$ cat config.mk
export PLATFORM = sky130hd
export DESIGN_NAME = me_fetch_ctrl_flat
export DESIGN_NICKNAME = d
export VERILOG_FILES = /design/src/rtl/me_fetch_ctrl_if.sv /design/src/rtl/me_fetch_ctrl.sv /design/src/flat_wrapper.sv
export SDC_FILE = /design/constraint.sdc
export NUM_CORES = 1
export LEC_CHECK = 0
export BUFFER_PORTS_ARGS = -buffer_cell sky130_fd_sc_hd__buf_2
export CAP_MARGIN = 20
export CORE_ASPECT_RATIO = 1.1
export CORE_MARGIN = 5
export CORE_UTILIZATION = 48
export DETAILED_ROUTE_END_ITERATION = 6
export PLACE_DENSITY = 0.76
export SLEW_MARGIN = 20
export SYNTH_ARGS = -nofsm -noshare
export SYNTH_HDL_FRONTEND = slang
export SYNTH_SLANG_ARGS = --single-unit
$ cat constraint.sdc
create_clock -name clk_i -period 9.4 [get_ports clk_i]
set_clock_uncertainty 0.2 [all_clocks]
set_input_delay 1.41 -clock clk_i [delete_from_list [all_inputs] [get_ports clk_i]]
set_output_delay 1.41 -clock clk_i [all_outputs]
set_load 0.02 [all_outputs]
$ cat src/rtl/me_fetch_ctrl_if.sv
// Handshake and memory bus bundle for the motion-estimation row fetcher.
interface me_fetch_ctrl_if #(
    parameter int ADDR_W = 10
);
    logic              start_i;
    logic [ADDR_W-1:0] base_addr_i;
    logic [ADDR_W-1:0] stride_i;
    logic              busy_o;
    logic              done_o;
    logic              mem_rd_en_o;
    logic [ADDR_W-1:0] mem_addr_o;
    logic [183:0]      mem_data_i;
    logic              row_valid_o;
    logic [183:0]      row_data_o;
    logic              row_ready_i;
    logic [7:0]        row_idx_o;

    modport slave (
        input  start_i, base_addr_i, stride_i, mem_data_i, row_ready_i,
        output busy_o, done_o, mem_rd_en_o, mem_addr_o,
        output row_valid_o, row_data_o, row_idx_o
    );

    modport master (
        output start_i, base_addr_i, stride_i, mem_data_i, row_ready_i,
        input  busy_o, done_o, mem_rd_en_o, mem_addr_o,
        input  row_valid_o, row_data_o, row_idx_o
    );
endinterface

$ cat src/rtl/me_fetch_ctrl.sv
// Fetches ROWS strided rows from a 1-cycle-latency memory into a
// 2-entry in-order buffer feeding the downstream split stage.
module me_fetch_ctrl #(
    parameter int ADDR_W = 10,
    parameter int ROWS   = 16
) (
    input logic          clk_i,
    input logic          rst_n_i,
    me_fetch_ctrl_if.slave bus
);
    typedef enum logic [1:0] {IDLE, FETCH, DRAIN, DONE} state_t;

    state_t            state;
    logic [ADDR_W-1:0] addr_q;
    logic [ADDR_W-1:0] stride_q;
    logic [7:0]        issued;
    logic [7:0]        ret_idx;
    logic              infl;
    logic              head;
    logic [1:0]        occ;
    logic              busy_q;
    logic              done_q;
    logic [183:0]      buf_data [2];
    logic [7:0]        buf_idx  [2];

    logic              pop;
    logic              push;
    logic              rd_en;
    logic              last_issue;
    logic              last_pop;
    logic              wr_slot;
    logic [2:0]        pending;

    always_comb begin
        pop        = (occ != 2'd0) && bus.row_ready_i;
        push       = infl;
        // buffered + in flight, less what leaves this cycle
        pending    = ({1'b0, occ} + {2'b0, infl}) - {2'b0, pop};
        rd_en      = (state == FETCH) && (pending < 3'd2);
        last_issue = rd_en && (issued == 8'(ROWS - 1));
        last_pop   = pop && (buf_idx[head] == 8'(ROWS - 1));
        wr_slot    = head ^ occ[0];
    end

    always_ff @(posedge clk_i) begin
        if (!rst_n_i) begin
            state    <= IDLE;
            addr_q   <= '0;
            stride_q <= '0;
            issued   <= '0;
            ret_idx  <= '0;
            infl     <= 1'b0;
            head     <= 1'b0;
            occ      <= 2'd0;
            busy_q   <= 1'b0;
            done_q   <= 1'b0;
        end else begin
            infl   <= rd_en;
            done_q <= 1'b0;
            unique case (state)
                IDLE: begin
                    if (bus.start_i) begin
                        addr_q   <= bus.base_addr_i;
                        stride_q <= bus.stride_i;
                        issued   <= '0;
                        ret_idx  <= '0;
                        busy_q   <= 1'b1;
                        state    <= FETCH;
                    end
                end
                FETCH: begin
                    if (rd_en) begin
                        addr_q <= addr_q + stride_q;
                        issued <= issued + 8'd1;
                        if (last_issue) state <= DRAIN;
                    end
                end
                DRAIN: begin
                    if (last_pop) begin
                        busy_q <= 1'b0;
                        done_q <= 1'b1;
                        state  <= DONE;
                    end
                end
                DONE: state <= IDLE;
            endcase
            if (push) ret_idx <= ret_idx + 8'd1;
            if (pop) head <= ~head;
            occ <= (occ + {1'b0, push}) - {1'b0, pop};
        end
    end

    always_ff @(posedge clk_i) begin
        if (push) begin
            buf_data[wr_slot] <= bus.mem_data_i;
            buf_idx[wr_slot]  <= ret_idx;
        end
    end

    always_comb begin
        bus.busy_o      = busy_q;
        bus.done_o      = done_q;
        bus.mem_rd_en_o = rd_en;
        bus.mem_addr_o  = rd_en ? addr_q : '0;
        bus.row_valid_o = (occ != 2'd0);
        bus.row_data_o  = (occ != 2'd0) ? buf_data[head] : '0;
        bus.row_idx_o   = (occ != 2'd0) ? buf_idx[head] : '0;
    end
endmodule
$ cat src/flat_wrapper.sv
// flat-port wrapper written by rule: the top's interface ports become plain ports
module me_fetch_ctrl_flat 
#(
    parameter int ADDR_W = 10,
    parameter int ROWS   = 16
)
  (clk_i, rst_n_i, bus_start_i, bus_base_addr_i, bus_stride_i, bus_mem_data_i, bus_row_ready_i, bus_busy_o, bus_done_o, bus_mem_rd_en_o, bus_mem_addr_o, bus_row_valid_o, bus_row_data_o, bus_row_idx_o);
  me_fetch_ctrl_if #(.ADDR_W(ADDR_W)) bus_i ();
  input logic clk_i;
  input logic rst_n_i;
  input wire logic [$bits(bus_i.start_i)-1:0] bus_start_i;
  input wire logic [$bits(bus_i.base_addr_i)-1:0] bus_base_addr_i;
  input wire logic [$bits(bus_i.stride_i)-1:0] bus_stride_i;
  input wire logic [$bits(bus_i.mem_data_i)-1:0] bus_mem_data_i;
  input wire logic [$bits(bus_i.row_ready_i)-1:0] bus_row_ready_i;
  output wire logic [$bits(bus_i.busy_o)-1:0] bus_busy_o;
  output wire logic [$bits(bus_i.done_o)-1:0] bus_done_o;
  output wire logic [$bits(bus_i.mem_rd_en_o)-1:0] bus_mem_rd_en_o;
  output wire logic [$bits(bus_i.mem_addr_o)-1:0] bus_mem_addr_o;
  output wire logic [$bits(bus_i.row_valid_o)-1:0] bus_row_valid_o;
  output wire logic [$bits(bus_i.row_data_o)-1:0] bus_row_data_o;
  output wire logic [$bits(bus_i.row_idx_o)-1:0] bus_row_idx_o;
  assign bus_i.start_i = bus_start_i;
  assign bus_i.base_addr_i = bus_base_addr_i;
  assign bus_i.stride_i = bus_stride_i;
  assign bus_i.mem_data_i = bus_mem_data_i;
  assign bus_i.row_ready_i = bus_row_ready_i;
  assign bus_busy_o = bus_i.busy_o;
  assign bus_done_o = bus_i.done_o;
  assign bus_mem_rd_en_o = bus_i.mem_rd_en_o;
  assign bus_mem_addr_o = bus_i.mem_addr_o;
  assign bus_row_valid_o = bus_i.row_valid_o;
  assign bus_row_data_o = bus_i.row_data_o;
  assign bus_row_idx_o = bus_i.row_idx_o;
  me_fetch_ctrl #(.ADDR_W(ADDR_W), .ROWS(ROWS)) u_core (.clk_i(clk_i), .rst_n_i(rst_n_i), .bus(bus_i));
endmodule
==> results of run 1 <==
==> cell usage after synthesis (3+ instances only) <==
cell type  instances
dfxtp_1           45
o211ai_1           3
nand2_1           35
a21oi_1           34
edfxtp_1         384
mux2_2             4
a21o_1             6
mux2i_1          196
nand3_1            8
buf_2             19
nand4b_1           3
or4_1              3
nand2b_1           3
o21ai_0           10
ha_1              16
xnor2_1            3
and2_1            17
inv_1             11
a211oi_1           6
clkbuf_1          33
nor3_1             4
and3_1             7
nor4_1             4
nor2_1           216
nand4_1            8
xor2_1             8
==> kinds of logic (layout without fill, tap and decap cells) <==
kind of cell | count (synthesis) | in the layout | share of synthesized area (%)
other | 0 | 13 | 0
AOI/OAI and AO/OA | 77 | 77 | 2.89
adders and majority gates | 18 | 18 | 1.42
buffers and inverters | 68 | 508 | 1.68
muxes | 200 | 200 | 11.8
and+or+nand+nor | 320 | 320 | 8.23
xor gates and xnor gates | 11 | 11 | 0.569
DFF | 429 | 429 | 73.4
==> stage by stage <==
| step | area, um2 | hold WS, ps | cells | setup WS, ps |
|---|---|---|---|---|
| floorplan | 16900 | 241 | 1123 | 3070 |
| finish | 20800 | 262 | 2020 | 4100 |
| global placement | 19400 | 251 | 1932 | 4260 |
| detailed placement | 19400 | 252 | 1932 | 4140 |
| CTS | 20800 | 261 | 2007 | 4060 |
| global route | 20800 | 284 | 2018 | 3820 |
==> final cells by class <==
cell class,count,area (um2)
inverters,13,48.8
well taps,444,556
clock inverters,16,97.6
repair buffers,420,2160
multi-input cells,626,4250
diodes,13,32.5
fillers,2676,14200
flip-flops and latches,429,12400
clock buffers,59,1230
==> critical path: stages (launching register included) <==
cell and delay (ps):
dfxtp_1 350, nor2_4 470, inv_1 130, and2_0 260, ha_1 310, inv_1 40
ha_1 190, fa_1 420, xnor2_1 370, nor3_1 90, buf_4 200, and2_1 170
buf_2 150
==> registers in the layout (all words and copies together), names as in the netlist, 2 cells and up, named ones only <==
register	flops
u_core.buf_data	368
u_core.occ	2
u_core.buf_idx	16
u_core.state	2
u_core.stride_q	10
u_core.issued	8
u_core.addr_q	10
u_core.ret_idx	8
==> routing by layer <==
metal | GRT usage (%) | up-vias | wire [um] | part of all wire, %
met3 | 5.10 | 74 | 2880 | 7.2
met4 | 6.28 | 14 | 1080 | 2.7
met5 | 0 | - | 103 | 0.26
met2 | 34.8 | 344 | 20900 | 52
met1 | 22.9 | 5062 | 14900 | 37
li1 | - | 4991 | - | -
==> worst min path at each step <==
stage,endpoint,slack [ps]
global placement,u_core.stride_q[4],250
CTS,u_core.stride_q[0],260
detailed placement,u_core.stride_q[0],250
finish,u_core.stride_q[0],260
global route,u_core.stride_q[0],280
floorplan,u_core.stride_q[0],240
==> report_power, final <==
group          total (mW)  switching [mW]  internal [mW]
Clock                1.61           0.676          0.938
Sequential           2.49           0.121           2.37
Combinational        2.24            1.54          0.703
==> out/metrics.cfg, run 1 <==
[outcome]
status = finished clean

[routing]
wire_per_inst_um = 19.7
initialDrtViolationCount = 749
post-route-drc-count = 0
wl_um = 39900
dr.pass1.iters = 7
avgViaCountPerCell = 5.19
vias = 10485
ant_nets = 0

[flow_run]
max_cap_violations = 0

[floorplanning]
fp.coreArea_um2 = 35000
fp.dieH_um = 207
ios = 414
dieArea_um2 = 39200
die_w_um = 189
start_util_pct = 48.4
num_rows = 72

[sta]
setup_tns_ps = 0
slew_headroom_pct = 14.4
fin_crit_ps = 5300
setup_viol = 0
fmax_mhz = 189
worst_pin_slew_ps = 1280
rsz0062_at_grt = no
finalMaxSlewViolations = 0
hold_viol_final = 0
period_share_pct = 56.4

[worst_setup_path]
timing.rr.end = u_core.issued[0]
reg2regPathDepth = 12
cp_max_fo = 21
worstSetupPathType = reg -> out
end_kind = primary output
r2r-start = u_core.occ[1]
endpoint = bus_mem_addr_o[7]
r2r_slack_ps = 5510
worstSetupStartpoint = u_core.occ[1]
cp.arrival_ps = 3690
crit_required_ps = 7790
critPathLaunchType = flop

[grt]
grt_pass1_vias = 10661
overflow = 0
grt_use_total_pct = 19.5
grt_max_degree = 193
grt_pass1_wl_um = 60600
antenna_found_initial = 19

[cells_and_area]
final_util_pct = 59.4
layout_commonest_cell = buf_2
drive_gt1_share_pct = 31.5
nNetsFinal = 1759
final_cell_mix = 413 x buf_2, 384 x edfxtp_1, 214 x nor2_1
area_growth_syn_to_layout_pct = 22.8

[place]
place_congestion = 0.853
dp_hpwl_um = 26500
portBuffers = 413

[cts]
clk_pin_slew_ps = 60
cts_tree = done
htree_levels = 2
cts_buffer_depth = 3
clk_latency_ps = 540
cts_made_buffers = 43
cts_resized = 0
cts.sinks = 429
cts-root-buf = clkbuf_16
cts.hold.buffers_added = 0
cts_setup_buffers = 0

[power]
power.density_nw_per_um2 = 305
ir_drop_v = 0.000239
power.total_mw = 6.34
power_leakage_nw = 7.90

[synth]
syn_inst = 1123
synth_edf_count = 384
synth_top_area_share_pct = 68.0
synthesis.area_um2 = 16900
ys_seq_area_share_pct = 73.4
synthArstFlopShare_pct = 0
yosysWarnings = 0
yosysTopAreaCell = edfxtp_1
synthTopCellsByArea = edfxtp_1 68%, mux2i_1 12%, dfxtp_1 5.3%
ys_types = 56
synth_seq_cells = 429
synth.net_count = 1349
avgSynthCellArea_um2 = 15.1
yosys_most_used_dff = edfxtp_1

[hold_path]
hold_depth = 2
min_from = u_core.stride_q[0]
hold_class = reg -> reg

No activity file was read; power rests on OpenSTA's default activity.
==> run 2, diff against run 1 <==
--- a/config.mk
+++ b/config.mk
@@ -9,9 +9,9 @@
 export CAP_MARGIN = 20
 export CORE_ASPECT_RATIO = 1.1
 export CORE_MARGIN = 5
-export CORE_UTILIZATION = 48
+export CORE_UTILIZATION = 50
 export DETAILED_ROUTE_END_ITERATION = 6
-export PLACE_DENSITY = 0.76
+export PLACE_DENSITY = 0.75
 export SLEW_MARGIN = 20
 export SYNTH_ARGS = -nofsm -noshare
 export SYNTH_HDL_FRONTEND = slang
==> constraint.sdc (replaced) <==
create_clock -name clk_i -period 4.9 [get_ports clk_i]
set_clock_uncertainty 0.2 [all_clocks]
set_input_delay 0.735 -clock clk_i [delete_from_list [all_inputs] [get_ports clk_i]]
set_output_delay 0.735 -clock clk_i [all_outputs]
set_load 0.02 [all_outputs]
==> run 2 against run 1 <==
Net effect:
- count of clock-buffer cells in the layout shrank 3
- combinational power grew 94%
- register-to-register slack lost 4000 ps
- via count grew 0.10%
- first-iteration DRC count grew 12%
- design area is essentially flat
- worst setup slack lost 3400 ps
- routed wire length grew 0.21%
- critical path type unchanged
- critical endpoint is now bus_mem_addr_o[0]
==> out/metrics.cfg, run 2 (synthesis results as in run 1) <==
[cts]
cts.hold.buffers_added = 0
cts_tree = done
htree_levels = 2
cts-root-buf = clkbuf_16
clk_pin_slew_ps = 60
cts_resized = 0
cts_buffer_depth = 3
clk_latency_ps = 530
cts_setup_buffers = 0
cts_made_buffers = 43
cts.sinks = 429

[place]
portBuffers = 413
dp_hpwl_um = 27000
place_congestion = 0.814
post-place-ws_ps = 1060
dpl-instance-area_um2 = 19500
dpl.cell_count = 1924

[routing]
ant_nets = 0
initialDrtViolationCount = 836
avgViaCountPerCell = 5.23
vias = 10496
dr.pass1.iters = 5
met1_length_um = 15100
post-route-drc-count = 0
wl_um = 40000
wire_per_inst_um = 19.9
met2_length_um = 21300
topRoutingLayerUsed = met5
wl_met3_um = 2590

[outcome]
status = finished clean

[grt]
overflow = 0
grt_pass1_vias = 10719
grt_use_total_pct = 20.2
grt_pass1_wl_um = 59200
antenna_found_initial = 8
grt_max_degree = 193

[worst_setup_path]
crit_required_ps = 3960
worstSetupStartpoint = u_core.occ[1]
timing.rr.end = u_core.addr_q[2]
worstSetupPathType = reg -> out
r2r_slack_ps = 1520
cp_max_fo = 16
reg2regPathDepth = 12
critPathLaunchType = flop
r2r-start = u_core.occ[1]
end_kind = primary output
cp.arrival_ps = 3230
endpoint = bus_mem_addr_o[0]

[cells_and_area]
stdcell_count = 2006
drive_gt1_share_pct = 31.7
largest_reg_flops = 368
reg_top3 = u_core.buf_data x368, u_core.buf_idx x16
nNetsFinal = 1763
final_cell_mix = 413 x buf_2, 384 x edfxtp_1, 214 x nor2_1
area_growth_syn_to_layout_pct = 22.7
layout_commonest_cell = buf_2
largest_register = u_core.buf_data
fin_area_um2 = 20800

[power]
power_leakage_nw = 7.91
power.density_nw_per_um2 = 580
ir_drop_v = 0.00126

[sta]
fin_ws_ps = 734
fin_crit_ps = 4170
worst_pin_slew_ps = 1020
hold_viol_final = 0
setup_viol = 0
finalMaxSlewViolations = 0
setup_tns_ps = 0
fmax_mhz = 240
slew_headroom_pct = 31.9
period_share_pct = 85.0
rsz0062_at_grt = no

[floorplanning]
start_util_pct = 50.8
fp.dieH_um = 203
die_w_um = 186
fp.coreArea_um2 = 33400
dieArea_um2 = 37700
num_rows = 70
ios = 414

[flow_run]
max_cap_violations = 0

[hold_path]
hold_depth = 1
hold_class = in -> reg

[run 2: power breakdown]
part	leakage, nW	internal, mW	switching, mW
combinational	3.44	1.37	2.98
sequential	3.85	4.53	0.172
clock	0.626	1.72	1.29
total	7.91	7.62	4.44
[run 2: worst max-delay path: stages, from the launching register on]
cell and delay [ps]:
dfxtp_1 350, nor2_4 160, inv_1 60, and2_0 230, ha_1 310, inv_1 40
ha_1 180, fa_1 400, xnor2_1 360, nor3_1 80, buf_4 190, and2_1 170
buf_2 150
[run 2: worst min path at each step]
stage / start / endpoint / slack, ps
after floorplan: u_core.stride_q[0] / u_core.stride_q[0] / 240
after global placement: u_core.stride_q[2] / u_core.stride_q[2] / 250
after detailed placement: u_core.stride_q[2] / u_core.stride_q[2] / 260
after CTS: bus_mem_data_i[154] / u_core.buf_data[0][154] / 160
after global routing: bus_mem_data_i[42] / u_core.buf_data[0][42] / 160
final: bus_mem_data_i[156] / u_core.buf_data[0][156] / 190
[run 2: area by class of cell]
cell class	count	area [um2]
flip-flops and latches	429	12400
fillers	2589	12600
repair buffers	424	2220
clock inverters	18	114
well taps	432	541
clock buffers	56	1160
inverters	13	48.8
multi-input cells	626	4250
diodes	8	20.0
[run 2: layer usage]
layer / up-vias / GRT usage (%)
li1: 4992 / -
met1: 5106 / 24.5
met2: 337 / 35.9
met3: 59 / 3.60
met4: 2 / 7.32
met5: - / 0
[run 2: per-stage QoR]
stage / hold WS [ps] / power [mW] / util, %
floorplan: 241 / 7.70 / -
global placement: 251 / 9.09 / 58.4
detailed placement: 257 / 9.17 / 58.4
CTS: 158 / 12.2 / 62.3
global route: 162 / 12.6 / 62.3
finish: 187 / 12.1 / 62.3
==> run 3, diff against run 2 <==
==> constraint.sdc (replaced) <==
create_clock -name clk_i -period 4.9 [get_ports clk_i]
set_clock_uncertainty 0.2 [all_clocks]
set_input_delay 0.98 -clock clk_i [delete_from_list [all_inputs] [get_ports clk_i]]
set_output_delay 0.98 -clock clk_i [all_outputs]
set_load 0.02 [all_outputs]
==> run 3 against run 2 <==
Net effect:
- maximum frequency decreased by 5.5%
- count of clock-buffer cells in the layout decreased by 4
- largest power group unchanged
- via count increased by 0.63%
- routed wire length decreased by 0.32%
==> out/metrics.cfg, run 3 (synthesis results as in run 1) <==
[sta]
setup_tns_ps = 0
period_share_pct = 89.9
slew_headroom_pct = 20.8
worst_pin_slew_ps = 1190
rsz0062_at_grt = no
hold_viol_final = 0
finalMaxSlewViolations = 0
fin_crit_ps = 4410
fmax_mhz = 227
setup_viol = 0
timing.hold.ws_ps = 264

[cells_and_area]
layout_commonest_cell = buf_2
regArea_um2 = 12400
reg_top3 = u_core.buf_data x368, u_core.buf_idx x16
largest_reg_flops = 368
final_util_pct = 62.5
area_growth_syn_to_layout_pct = 23.0
multi_input_area_um2 = 4250
fill_cells = 2472
final_cell_mix = 413 x buf_2, 384 x edfxtp_1, 214 x nor2_1
largest_register = u_core.buf_data
nNetsFinal = 1762
drive_gt1_share_pct = 31.6

[cts]
cts_setup_buffers = 0
cts.hold.buffers_added = 0
cts_made_buffers = 43
cts_resized = 0
cts-root-buf = clkbuf_16
clk_pin_slew_ps = 60
cts.sinks = 429
htree_levels = 2
cts_tree = done
clk_latency_ps = 540
cts_buffer_depth = 3

[grt]
grt_pass1_vias = 10619
overflow = 0
grt_max_degree = 193
grt_use_total_pct = 20.0
antenna_found_initial = 8
grt_pass1_wl_um = 59100

[place]
portBuffers = 413
place_congestion = 0.835
dp_hpwl_um = 26600

[routing]
vias = 10562
post-route-drc-count = 0
dr.pass1.iters = 5
initialDrtViolationCount = 716
avgViaCountPerCell = 5.25
ant_nets = 0
wire_per_inst_um = 19.8
wl_um = 39800

[floorplanning]
fp.dieH_um = 203
start_util_pct = 50.8
die_w_um = 186
ios = 414
dieArea_um2 = 37700
fp.coreArea_um2 = 33400
num_rows = 70

[power]
power.total_mw = 12.2
ir_drop_v = 0.000844
power_leakage_nw = 7.93
power.density_nw_per_um2 = 585

[worst_setup_path]
critPathLaunchType = flop
end_kind = primary output
crit_chain = nor2_4 -> inv_1 -> and2_0 -> ha_1 -> inv_1 -> ha_1 -> fa_1 -> xnor2_1 -> nor3_1 -> buf_4 -> and2_1 -> buf_2
crit_required_ps = 3720
slowest_stage = fa_1
worstSetupPathType = reg -> out
cp_max_fo = 16
critPathMaxStageDelay_ps = 410
cp.arrival_ps = 3230

[outcome]
status = finished clean

[flow_run]
max_cap_violations = 0

[hold_path]
hold_class = reg -> reg

## run 3: cell types whose count changed in the layout (fill, tap and decap cells not counted), sizes merged
cell,change
clkbuf,-4
clkinv,+4
bufinv,+3
diode,+2
inv,+2
buf,-1
clkinvlp,-1
## run 3: worst max-delay path, delay by kind of cell, from the launching register on
| family | cells | cell delay [ps] |
|---|---|---|
| DFF | 1 | 350 |
| and+or+nand+nor | 4 | 630 |
| adders and majority gates | 3 | 890 |
| xor gates and xnor gates | 1 | 360 |
| buffers and inverters | 4 | 460 |
## run 3: cell type report
class	count	area share, %
diodes	10	0.120
clock buffers	52	5.32
clock inverters	26	1.09
inverters	13	0.234
multi-input cells	626	20.4
flip-flops and latches	429	59.6
well taps	432	2.59
repair buffers	423	10.6
## run 3: worst paths after layout
path	start	endpoint	slack, ps	cells after the start
max reg2reg	u_core.occ[1]	u_core.issued[0]	1500	12
max	u_core.occ[1]	bus_mem_addr_o[4]	490	12
min	u_core.stride_q[2]	u_core.stride_q[2]	260	2
min reg2reg	u_core.stride_q[2]	u_core.stride_q[2]	260	2
## run 3: power by group
group	internal [mW]	switching, mW	total [mW]
logic	1.37	2.96	4.33
clock network	1.83	1.31	3.14
registers	4.53	0.204	4.73
## run 3: per-stage QoR
step	cells	setup slack (ps)	cell area (um2)
floorplan	1123	407	17000
detailed placement	1923	563	19500
CTS	2001	460	20800
global route	2008	349	20800
global placement	1923	598	19500
finish	2011	494	20900
## run 3: per-layer routing
metal | share of wire [%] | global-route usage [%] | vias up
met4 | 2.6 | 6.84 | 2
met1 | 38 | 24.6 | 5125
li1 | - | - | 4995
met5 | 0.033 | 0 | -
met2 | 53 | 35.4 | 367
met3 | 7.1 | 3.80 | 73
